**src/rtl/pipe_ctrl.sv**
```systemverilog
// Pipeline control for the 5-stage core: per-register hold/flush strobes,
// multi-cycle EX op tracking and memory wait-state timeout.
module pipe_ctrl #(
    parameter int MC_CYCLES = 4,
    parameter int MC_CNT_W  = 6,
    parameter int TIMEOUT   = 8,
    parameter int TO_CNT_W  = 8
) (
    input  logic       clk,
    input  logic       rst_n,
    input  logic       ld_use_i,
    input  logic       branch_i,
    input  logic       mc_start_i,
    input  logic       mem_wait_i,
    input  logic       trap_i,
    output logic [4:0] hold_o,
    output logic [4:0] flush_o,
    output logic       mc_kill_o,
    output logic       mc_done_o,
    output logic       bus_err_o,
    output logic [1:0] state_o
);

    typedef enum logic [1:0] {
        RUN     = 2'd0,
        MC_WAIT = 2'd1,
        TRAP    = 2'd2
    } state_t;

    localparam logic [4:0] H_MEM  = 5'b01111;
    localparam logic [4:0] F_MEM  = 5'b10000;
    localparam logic [4:0] H_MC   = 5'b00111;
    localparam logic [4:0] F_MC   = 5'b01000;
    localparam logic [4:0] F_TRAP = 5'b01110;
    localparam logic [4:0] F_BR   = 5'b00110;
    localparam logic [4:0] H_LU   = 5'b00011;
    localparam logic [4:0] F_LU   = 5'b00100;

    state_t                state_q, state_d;
    logic [MC_CNT_W-1:0]   mc_cnt_q, mc_cnt_d;
    logic [TO_CNT_W-1:0]   to_cnt_q, to_cnt_d;
    logic                  bus_err_q, bus_err_d;
    logic [4:0]            raw_hold;
    logic [4:0]            flush;
    logic                  kill;
    logic                  done;

    always_comb begin
        raw_hold = 5'b00000;
        flush    = 5'b00000;
        kill     = 1'b0;
        done     = 1'b0;
        state_d  = state_q;
        mc_cnt_d = mc_cnt_q;
        case (state_q)
            RUN: begin
                if (trap_i) begin
                    flush   = F_TRAP;
                    state_d = TRAP;
                end else if (mem_wait_i) begin
                    raw_hold = H_MEM;
                    flush    = F_MEM;
                end else if (mc_start_i) begin
                    raw_hold = H_MC;
                    flush    = F_MC;
                    mc_cnt_d = MC_CNT_W'(MC_CYCLES - 1);
                    state_d  = MC_WAIT;
                end else if (branch_i) begin
                    flush = F_BR;
                end else if (ld_use_i) begin
                    raw_hold = H_LU;
                    flush    = F_LU;
                end
            end
            MC_WAIT: begin
                if (trap_i) begin
                    kill     = 1'b1;
                    flush    = F_TRAP;
                    mc_cnt_d = '0;
                    state_d  = TRAP;
                end else if (mem_wait_i) begin
                    // The divider keeps running while MEM stalls; done is deferred to release
                    raw_hold = H_MEM;
                    flush    = F_MEM;
                    mc_cnt_d = (mc_cnt_q != '0) ? mc_cnt_q - 1'b1 : '0;
                end else if (mc_cnt_q != '0) begin
                    raw_hold = H_MC;
                    flush    = F_MC;
                    mc_cnt_d = mc_cnt_q - 1'b1;
                end else begin
                    done    = 1'b1;
                    state_d = RUN;
                end
            end
            TRAP: begin
                if (trap_i) begin
                    flush   = F_TRAP;
                    state_d = TRAP;
                end else if (mem_wait_i) begin
                    raw_hold = 5'b01101;
                    flush    = 5'b10010;
                    state_d  = RUN;
                end else begin
                    flush   = 5'b00010;
                    state_d = RUN;
                end
            end
            default: begin
                state_d  = RUN;
                mc_cnt_d = '0;
            end
        endcase
    end

    // Counter parks one past the trigger value so a long wait fires only once
    always_comb begin
        to_cnt_d  = to_cnt_q;
        bus_err_d = 1'b0;
        if (!mem_wait_i) begin
            to_cnt_d = '0;
        end else begin
            if (to_cnt_q != TO_CNT_W'(TIMEOUT)) begin
                to_cnt_d = to_cnt_q + 1'b1;
            end
            bus_err_d = (to_cnt_q == TO_CNT_W'(TIMEOUT - 1));
        end
    end

    always_ff @(posedge clk or negedge rst_n) begin
        if (!rst_n) begin
            state_q   <= RUN;
            mc_cnt_q  <= '0;
            to_cnt_q  <= '0;
            bus_err_q <= 1'b0;
        end else begin
            state_q   <= state_d;
            mc_cnt_q  <= mc_cnt_d;
            to_cnt_q  <= to_cnt_d;
            bus_err_q <= bus_err_d;
        end
    end

    assign hold_o    = raw_hold & ~flush;
    assign flush_o   = flush;
    assign mc_kill_o = kill;
    assign mc_done_o = done;
    assign bus_err_o = bus_err_q;
    assign state_o   = state_q;

endmodule

```
**config.mk**
```make
export PLATFORM = sky130hd
export DESIGN_NAME = pipe_ctrl
export DESIGN_NICKNAME = d
export VERILOG_FILES = /design/src/rtl/pipe_ctrl.sv
export SDC_FILE = /design/constraint.sdc
export NUM_CORES = 1
export LEC_CHECK = 0
export BUFFER_PORTS_ARGS = -buffer_cell sky130_fd_sc_hd__buf_4
export CORE_ASPECT_RATIO = 0.6
export CORE_MARGIN = 2
export CORE_UTILIZATION = 57
export DETAILED_ROUTE_END_ITERATION = 10
export PLACE_DENSITY_LB_ADDON = 0.15
export SLEW_MARGIN = 15
export SYNTH_ARGS = -nofsm -noshare
export SYNTH_HDL_FRONTEND = slang
export SYNTH_SLANG_ARGS = --single-unit
```
**constraint.sdc**
```tcl
create_clock -name clk -period 3.8 [get_ports clk]
set_input_delay 0.76 -clock clk [delete_from_list [all_inputs] [get_ports clk]]
set_output_delay 0.76 -clock clk [all_outputs]
set_load 0.03 [all_outputs]
```
==> results.json, run 1 <==
{
  "crit_chain": "inv_1, ha_1, o21ai_0, a2111oi_0, buf_4",
  "gp_congestion": 1.00,
  "nNetsFinal": 174,
  "via_per_inst": 5.89,
  "synth_area_leaders": "dfrtp_1 (35%), ha_1 (7.1%), inv_1 (4.3%)",
  "yosysMostFrequentCell": "dfrtp_1",
  "peakVddDrop_uv": 341,
  "holdBufCountCts": 0,
  "drtIter0Drc": 85,
  "dr.pass1.iters": 5,
  "avgSynthCellArea_um2": 8.74,
  "slowest_stage": "dfrtp_1",
  "fin_crit_ps": 2860,
  "cts.clk_slew.worst_paths_ps": 110,
  "maxCapViolations": 0,
  "yosysSeqAreaShare_pct": 34.5,
  "ctsResizeCount": 0,
  "final_layout_size_suffix_gt1_share_pct": 19.5,
  "synth_cell_types": 46,
  "worst_setup_path_start_kind": "register",
  "fmax_ghz": 0.349,
  "antenna_found_initial": 0,
  "synth_area_um2": 1230,
  "setup_viol": 0,
  "max_stage_delay_ps": 440,
  "core_area_um2": 1940,
  "power_density_nw_per_um2": 587,
  "fin_setup_tns_ps": 0,
  "finalMaxSlewViolations": 0,
  "outcome": "completed",
  "postSynthCellCount": 141,
  "path_class": "register to output pin",
  "ys_warn_count": 0,
  "final_core_util_pct": 72.8,
  "wire_per_inst_um": 14.3,
  "hp-class": "input pin to async pin",
  "overflow": 0,
  "ant_nets": 0,
  "cts.sinks": 17,
  "clk_latency_ps": 290,
  "fin_crit_sh_pct": 75.4,
  "ys_async_sr_fraction_pct": 100,
  "numCtsBuffers": 3,
  "fp-row-count": 12,
  "start_util_pct": 63.6,
  "yosys-top-cells-count": "dfrtp_1 (17), inv_1 (14), nor2_1 (11), o21ai_0 (10)",
  "placedCellCount": 183,
  "num_io_pins": 22,
  "htreeDepth": 1,
  "io_buffers": 19,
  "num_vias": 1101,
  "die-area_um2": 2560,
  "ys_ff_latch": 17,
  "cts-root-buf": "clkbuf_4",
  "end_kind": "output pin",
  "cp.arrival_ps": 2100,
  "fin_skew_ps": 10.5,
  "syn_to_final_growth_pct": 14.4,
  "die_w_um": 64.0,
  "placed_cell_area_um2": 1380,
  "rsz0062_at_grt": "no",
  "synth_flop_cell": "dfrtp_1",
  "worstPathMaxFanout": 8,
  "n_antenna_cell": 0,
  "drc": 0,
  "worstPathRequired_ps": 3040,
  "finalWirelength_um": 2680,
  "grt_pass1_wl_um": 4330,
  "design_area_um2": 1410,
  "place_hpwl_um": 2020,
  "hold_viol": 0,
  "clock_path_buffers": 2,
  "fin_cells": 187,
  "die_y_um": 40.0,
  "synth-edff-count": 0,
  "cts_tree": "built",
  "post_cts_buffers": 0,
  "grt_pass1_vias": 949,
  "grt_max_degree": 18,
  "power.leakage_nw": 0.684,
  "power_uw": 827,
  "track_usage_pct": 23.0,
  "synth_area_leader_cell": "dfrtp_1",
  "synth_top_area_share_pct": 34.5
}
## flip-flops by register name, summed over array words and instances (netlist names)
signal	flops
to_cnt_q	8
mc_cnt_q	6
state_o	2
bus_err_o	1
## metrics by stage
step                setup slack [ps]  hold WS [ps]
finish                           936           305
global route                     773           318
CTS                              941           314
detailed placement              1220           532
global placement                1270           521
floorplan                        174           464
## report_power, final
group	total, mW	leakage [nW]	internal, mW	switching (mW)
sequential	0.245	0.228	0.208	0.0363
combinational	0.486	0.439	0.193	0.293
clock	0.0969	0.0177	0.0391	0.0578
## cells in the final DEF (no fill, tap or decap), drive strengths merged, types with 2 or more instances in the layout
| cell | count |
|---|---|
| a211oi | 2 |
| a21boi | 2 |
| a21oi | 7 |
| a31oi | 3 |
| and3 | 4 |
| buf | 19 |
| clkbuf | 3 |
| conb | 2 |
| dfrtp | 17 |
| ha | 7 |
| inv | 14 |
| mux2i | 2 |
| nand2 | 8 |
| nand2b | 4 |
| nand3 | 5 |
| nor2 | 11 |
| nor2b | 4 |
| nor3 | 3 |
| nor4 | 2 |
| o211ai | 2 |
| o21ai | 10 |
| o21bai | 2 |
| o41ai | 2 |
| or3b | 2 |
| xnor2 | 2 |
| xor2 | 4 |
## path summary, 6_finish.rpt
check	slack (ps)	startpoint	cells after the start	endpoint
worst max-delay path	940	state_o[1]	5	hold_o[1]
worst min-delay path	310	rst_n	1	state_o[1]
worst max register to register	1690	mc_cnt_q[0]	6	mc_cnt_q[3]
worst min register to register	560	to_cnt_q[7]	2	to_cnt_q[7]
max in group asynchronous	3290	rst_n	1	mc_cnt_q[0]
min in group clk	560	to_cnt_q[7]	2	to_cnt_q[7]
## metal layers
metal | vias up | routed length (um) | track usage, %
li1 | 534 | - | -
met1 | 519 | 1330 | 33.0
met2 | 46 | 1170 | 35.9
met3 | 2 | 168 | 5.90
met4 | 0 | 8 | 3.80
met5 | - | 0 | 0
## area by class of cell
type / count / area, um^2
Timing Repair Buffer: 19 / 143
Tap cell: 28 / 35.0
Clock inverter: 1 / 5.00
Inverter: 14 / 52.6
Clock buffer: 3 / 22.5
Multi-Input combinational cell: 105 / 727
Fill cell: 141 / 527
Sequential cell: 17 / 425
## worst max-delay path: cells and delay by family, from the launching register on
| kind | cells | cell delay, ps |
|---|---|---|
| buf+inv | 2 | 350 |
| flops | 1 | 440 |
| fa+ha+maj | 1 | 320 |
| compound gates | 2 | 690 |
## cells by family after synthesis
| group | count (synthesis) | share of synthesized area (%) |
|---|---|---|
| buf+inv | 20 | 6.80 |
| mux | 3 | 2.84 |
| simple gates | 49 | 23.0 |
| fa+ha+maj | 7 | 7.11 |
| other cells | 1 | 0.304 |
| xor+xnor | 6 | 4.26 |
| compound gates | 38 | 21.1 |
| flops | 17 | 34.5 |
Note: power is estimated with default switching activity, not from simulation.
==> inputs of run 2 (changes only) <==
--- a/config.mk
+++ b/config.mk
@@ -8,7 +8,7 @@
 export BUFFER_PORTS_ARGS = -buffer_cell sky130_fd_sc_hd__buf_4
 export CORE_ASPECT_RATIO = 0.6
 export CORE_MARGIN = 2
-export CORE_UTILIZATION = 57
+export CORE_UTILIZATION = 55
 export DETAILED_ROUTE_END_ITERATION = 10
 export PLACE_DENSITY_LB_ADDON = 0.15
 export SLEW_MARGIN = 15
==> constraint.sdc (replaced) <==
create_clock -name clk -period 2.7 [get_ports clk]
set_input_delay 0.54 -clock clk [delete_from_list [all_inputs] [get_ports clk]]
set_output_delay 0.54 -clock clk [all_outputs]
set_load 0.03 [all_outputs]
==> run 2 against run 1 <==
- clock power is 100% higher
- global-route usage is 2.2 points higher
- clock-buffer cell count stayed put
- critical endpoint is now flush_o[1]
- highest routed layer unchanged
- hold slack worse by 180 ps
- non-clock buffer count stayed put
- sequential share of layout area is 0.58 points lower
- via count is 0.27% higher
==> results.json, run 2 (synthesis results as in run 1) <==
{
  "final_layout_size_suffix_gt1_share_pct": 20.1,
  "cp.arrival_ps": 1980,
  "hold_viol": 0,
  "die_y_um": 40.7,
  "ant_nets": 0,
  "regArea_um2": 425,
  "crit_family": "simple AND/OR/NAND/NOR gates",
  "worstPathMaxFanout": 8,
  "pwr-share-seq_pct": 27.9,
  "fin_setup_tns_ps": 0,
  "design_area_um2": 1440,
  "clock_path_buffers": 2,
  "track_usage_pct": 25.2,
  "hp-class": "input pin to async pin",
  "top_register": "to_cnt_q",
  "grt_pass1_vias": 978,
  "cts.clk_slew.worst_paths_ps": 70,
  "wire_per_inst_um": 15.8,
  "ctsResizeCount": 0,
  "outcome": "completed",
  "finalWirelength_um": 2980,
  "clk_latency_ps": 260,
  "fin_skew_ps": 5.44,
  "maxCapViolations": 0,
  "p_sw_share_pct": 46.2,
  "share_comb_of_total_power_pct": 56.2,
  "worstPathRequired_ps": 2160,
  "power.internal_uw": 671,
  "gp_congestion": 0.929,
  "cts_tree": "built",
  "power_density_nw_per_um2": 867,
  "start_util_pct": 57.4,
  "worst_setup_path_start_kind": "register",
  "largest_register_ff_count": 8,
  "cts-root-buf": "clkbuf_8",
  "post_cts_buffers": 0,
  "num_vias": 1104,
  "die_w_um": 65.1,
  "holdBufCountCts": 0,
  "numCtsBuffers": 3,
  "place_hpwl_um": 2280,
  "syn_to_final_growth_pct": 16.6,
  "peakVddDrop_uv": 425,
  "fill_cells": 180,
  "crit_start": "state_o[1]",
  "core_area_um2": 2150,
  "whs_ps": 128,
  "num_io_pins": 22,
  "cp.buffers_inverters": 2,
  "fmax_ghz": 0.397,
  "fin_crit_ps": 2520,
  "grt_max_degree": 18,
  "overflow": 0,
  "fin_crit_sh_pct": 93.3,
  "final_common_cell": "buf_4",
  "p_switching_uw": 576,
  "slowest_stage": "dfrtp_1",
  "placed_cell_area_um2": 1390,
  "n_antenna_cell": 0,
  "fp-row-count": 13,
  "antenna_found_initial": 0,
  "via_per_inst": 5.84,
  "grt_pass1_wl_um": 4770,
  "final_cell_mix": "buf_4 (19), dfrtp_1 (17), inv_1 (14)",
  "cts.sinks": 17,
  "finalMaxSlewViolations": 0,
  "rsz0062_at_grt": "no",
  "fin_cells": 189,
  "drc": 0,
  "dr.pass1.iters": 4,
  "worstReg2RegStart": "mc_cnt_q[0]",
  "die-area_um2": 2650,
  "nNetsFinal": 174,
  "drtIter0Drc": 96,
  "path_class": "register to output pin",
  "end_kind": "output pin",
  "io_buffers": 19,
  "htreeDepth": 1,
  "crit_chain": "inv_1, ha_1, and2_1, nor2_1, o21bai_1, nor2b_1, buf_4",
  "multi_input_area_um2": 733,
  "max_stage_delay_ps": 420,
  "setup_viol": 0,
  "clkPwrFrac_pct": 15.9,
  "power.leakage_nw": 0.693,
  "placedCellCount": 185
}
-- run 2: worst register-to-register path, stage by stage, from the launching register on --
cell,delay (ps)
dfrtp_1,420
inv_1,120
ha_1,280
or4b_1,540
o21ai_0,270
nand4b_1,190
o221ai_1,130
-- run 2: worst paths after layout --
path                                to  slack [ps]  depth (start not counted)
hold reg to reg            to_cnt_q[7]         560                          2
setup reg to reg           mc_cnt_q[3]         620                          6
hold / removal             to_cnt_q[3]         130                          1
setup / recovery            flush_o[1]         180                          7
min in group clk            state_o[0]         540                          2
max in group asynchronous  mc_cnt_q[5]        2380                          1
-- run 2: area by class of cell --
| cell class | instances | share of cell area (%) |
|---|---|---|
| clock buffer | 3 | 2.87 |
| clock inverter | 1 | 0.348 |
| inverter | 14 | 3.66 |
| timing repair buffer | 19 | 9.92 |
| sequential | 17 | 29.6 |
| tap | 30 | 2.61 |
| multi-input combinational | 105 | 51.0 |
-- run 2: power by group through the flow --
stage               clock, mW  combinational [mW]  sequential [mW]
floorplan                   0               0.484            0.356
global placement            0               0.667            0.348
detailed placement          0               0.689            0.351
CTS                     0.203               0.690            0.347
global route            0.210               0.757            0.359
finish                  0.198               0.700            0.348
-- run 2: through the flow --
| step | power [mW] | utilization [%] | worst slack [ps] |
|---|---|---|---|
| 3_3_place_gp | 1.01 | 64.8 | 500 |
| 2_1_floorplan | 0.839 | - | 113 |
| 3_5_place_dp | 1.04 | 64.8 | 423 |
| 5_1_grt | 1.33 | 67.0 | 29.0 |
| 6_report | 1.25 | 67.0 | 181 |
| 4_1_cts | 1.24 | 67.0 | 140 |
-- run 2: per-layer routing --
| layer | share of wire (%) | global-route usage (%) | vias to the layer above |
|---|---|---|---|
| met1 | 49 | 36.3 | 524 |
| met4 | 0.74 | 7.29 | 0 |
| met2 | 43 | 37.9 | 46 |
| met3 | 6.5 | 6.59 | 3 |
| met5 | 0 | 0 | - |
| li1 | - | - | 531 |
==> inputs of run 3 (changes only) <==
--- a/config.mk
+++ b/config.mk
@@ -7,7 +7,6 @@
 export LEC_CHECK = 0
 export BUFFER_PORTS_ARGS = -buffer_cell sky130_fd_sc_hd__buf_4
 export CORE_ASPECT_RATIO = 0.6
-export CORE_MARGIN = 2
 export CORE_UTILIZATION = 55
 export DETAILED_ROUTE_END_ITERATION = 10
 export PLACE_DENSITY_LB_ADDON = 0.15
==> run 3 against run 2 <==
- sequential cell count did not move
- critical endpoint is now hold_o[1]
- routed wire length up 6.6%
- worst setup slack got worse by 40 ps
- highest routed layer unchanged
- sequential share of layout area grew 0.052 points
==> results.json, run 3 (synthesis results as in run 1) <==
{
  "drc": 0,
  "power_mw": 1.25,
  "track_usage_pct": 29.6,
  "max_slew.worst_pin.slew_ps": 513,
  "fmax_ghz": 0.391,
  "fp-row-count": 12,
  "grt_pass1_vias": 1089,
  "finalWirelength_um": 3180,
  "holdBufCountCts": 0,
  "grt_pass1_wl_um": 5210,
  "num_vias": 1160,
  "ant_nets": 0,
  "fin_cells": 187,
  "outcome": "completed",
  "slowest_stage": "dfrtp_1",
  "fin_skew_ps": 6.51,
  "cp.arrival_ps": 2020,
  "crit_chain": "inv_1, ha_1, nand2_1, a2111oi_2, buf_4",
  "worstPathRequired_ps": 2160,
  "place_hpwl_um": 2450,
  "max_stage_delay_ps": 420,
  "peakVddDrop_uv": 380,
  "power_density_nw_per_um2": 873,
  "nNetsFinal": 174,
  "ctsResizeCount": 0,
  "end_kind": "output pin",
  "power.leakage_nw": 0.693,
  "cts.clk_slew.worst_paths_ps": 70,
  "dr.pass1.iters": 4,
  "rsz0062_at_grt": "no",
  "fin_crit_sh_pct": 94.8,
  "worstPathMaxFanout": 11,
  "core_area_um2": 1980,
  "via_per_inst": 6.20,
  "htreeDepth": 1,
  "top_register": "to_cnt_q",
  "regArea_um2": 425,
  "die_y_um": 38.7,
  "max_slew_margin_pct": 65.5,
  "io_buffers": 19,
  "maxCapViolations": 0,
  "fin_setup_tns_ps": 0,
  "path_class": "register to output pin",
  "overflow": 0,
  "post_cts_buffers": 0,
  "start_util_pct": 62.2,
  "syn_to_final_growth_pct": 16.4,
  "setup_viol": 0,
  "final_layout_size_suffix_gt1_share_pct": 20.1,
  "largest_register_ff_count": 8,
  "numCtsBuffers": 3,
  "multi_input_area_um2": 733,
  "worst_setup_path_start_kind": "register",
  "die-area_um2": 2440,
  "final_common_cell": "buf_4",
  "grt_max_degree": 18,
  "wire_per_inst_um": 17.0,
  "n_antenna_cell": 0,
  "drtIter0Drc": 80,
  "clk_latency_ps": 250,
  "cts.sinks": 17,
  "fill_cells": 177,
  "clock_path_buffers": 2,
  "cts_tree": "built",
  "final_cell_mix": "buf_4 (19), dfrtp_1 (17), inv_1 (14)",
  "placedCellCount": 183,
  "hp-class": "input pin to async pin",
  "hold_viol": 0,
  "antenna_found_initial": 0,
  "num_io_pins": 22,
  "die_w_um": 63.1,
  "cts-root-buf": "clkbuf_8",
  "gp_congestion": 0.962,
  "fin_crit_ps": 2560,
  "finalMaxSlewViolations": 0
}
[run 3: cell count changes in the layout (fill, tap and decap cells not counted)]
| cell | delta |
|---|---|
| o21ai_0 | +1 |
| o21ai_1 | -1 |
[run 3: metrics by stage]
| stage | hold WS (ps) | instance area [um^2] | util (%) | worst slack [ps] |
|---|---|---|---|---|
| global placement | 412 | 1390 | 70.1 | 528 |
| CTS | 138 | 1440 | 72.4 | 158 |
| finish | 135 | 1440 | 72.4 | 141 |
| detailed placement | 413 | 1390 | 70.1 | 434 |
| global route | 149 | 1440 | 72.4 | 7.96 |
| floorplan | 244 | 1240 | - | 113 |
[run 3: final timing paths]
check | startpoint | depth (start not counted) | slack, ps | end
min in group clk | trap_i | 2 | 560 | state_o[0]
max in group asynchronous | rst_n | 1 | 2370 | mc_cnt_q[1]
min reg2reg | to_cnt_q[3] | 1 | 580 | bus_err_o
max | state_o[1] | 5 | 140 | hold_o[1]
max reg2reg | mc_cnt_q[0] | 6 | 590 | mc_cnt_q[3]
min | rst_n | 1 | 130 | to_cnt_q[7]
[run 3: layer usage]
layer | vias to the layer above | global-route usage [%] | share of wire, %
li1 | 531 | - | -
met1 | 555 | 40.5 | 45
met2 | 66 | 46.8 | 44
met3 | 8 | 6.76 | 8.2
met4 | 0 | 9.88 | 2.3
met5 | - | 0 | 0
[run 3: power by group]
group / leakage (nW) / internal, mW / switching [mW]
clock network: 0.0255 / 0.102 / 0.0896
registers: 0.228 / 0.294 / 0.0536
logic: 0.439 / 0.276 / 0.437
[run 3: area by class of cell]
cell class                      instances  share of cell area (%)
Clock buffer                            3                    2.88
Clock inverter                          1                   0.349
Timing Repair Buffer                   19                    9.94
Inverter                               14                    3.66
Multi-Input combinational cell        105                    51.1
Tap cell                               28                    2.44
Sequential cell                        17                    29.6
[run 3: critical path: cells and delay by family (launching register included)]
kind / cells / cell delay (ps)
compound gates: 1 / 390
fa+ha+maj: 1 / 400
buf+inv: 2 / 340
flops: 1 / 420
simple gates: 1 / 200
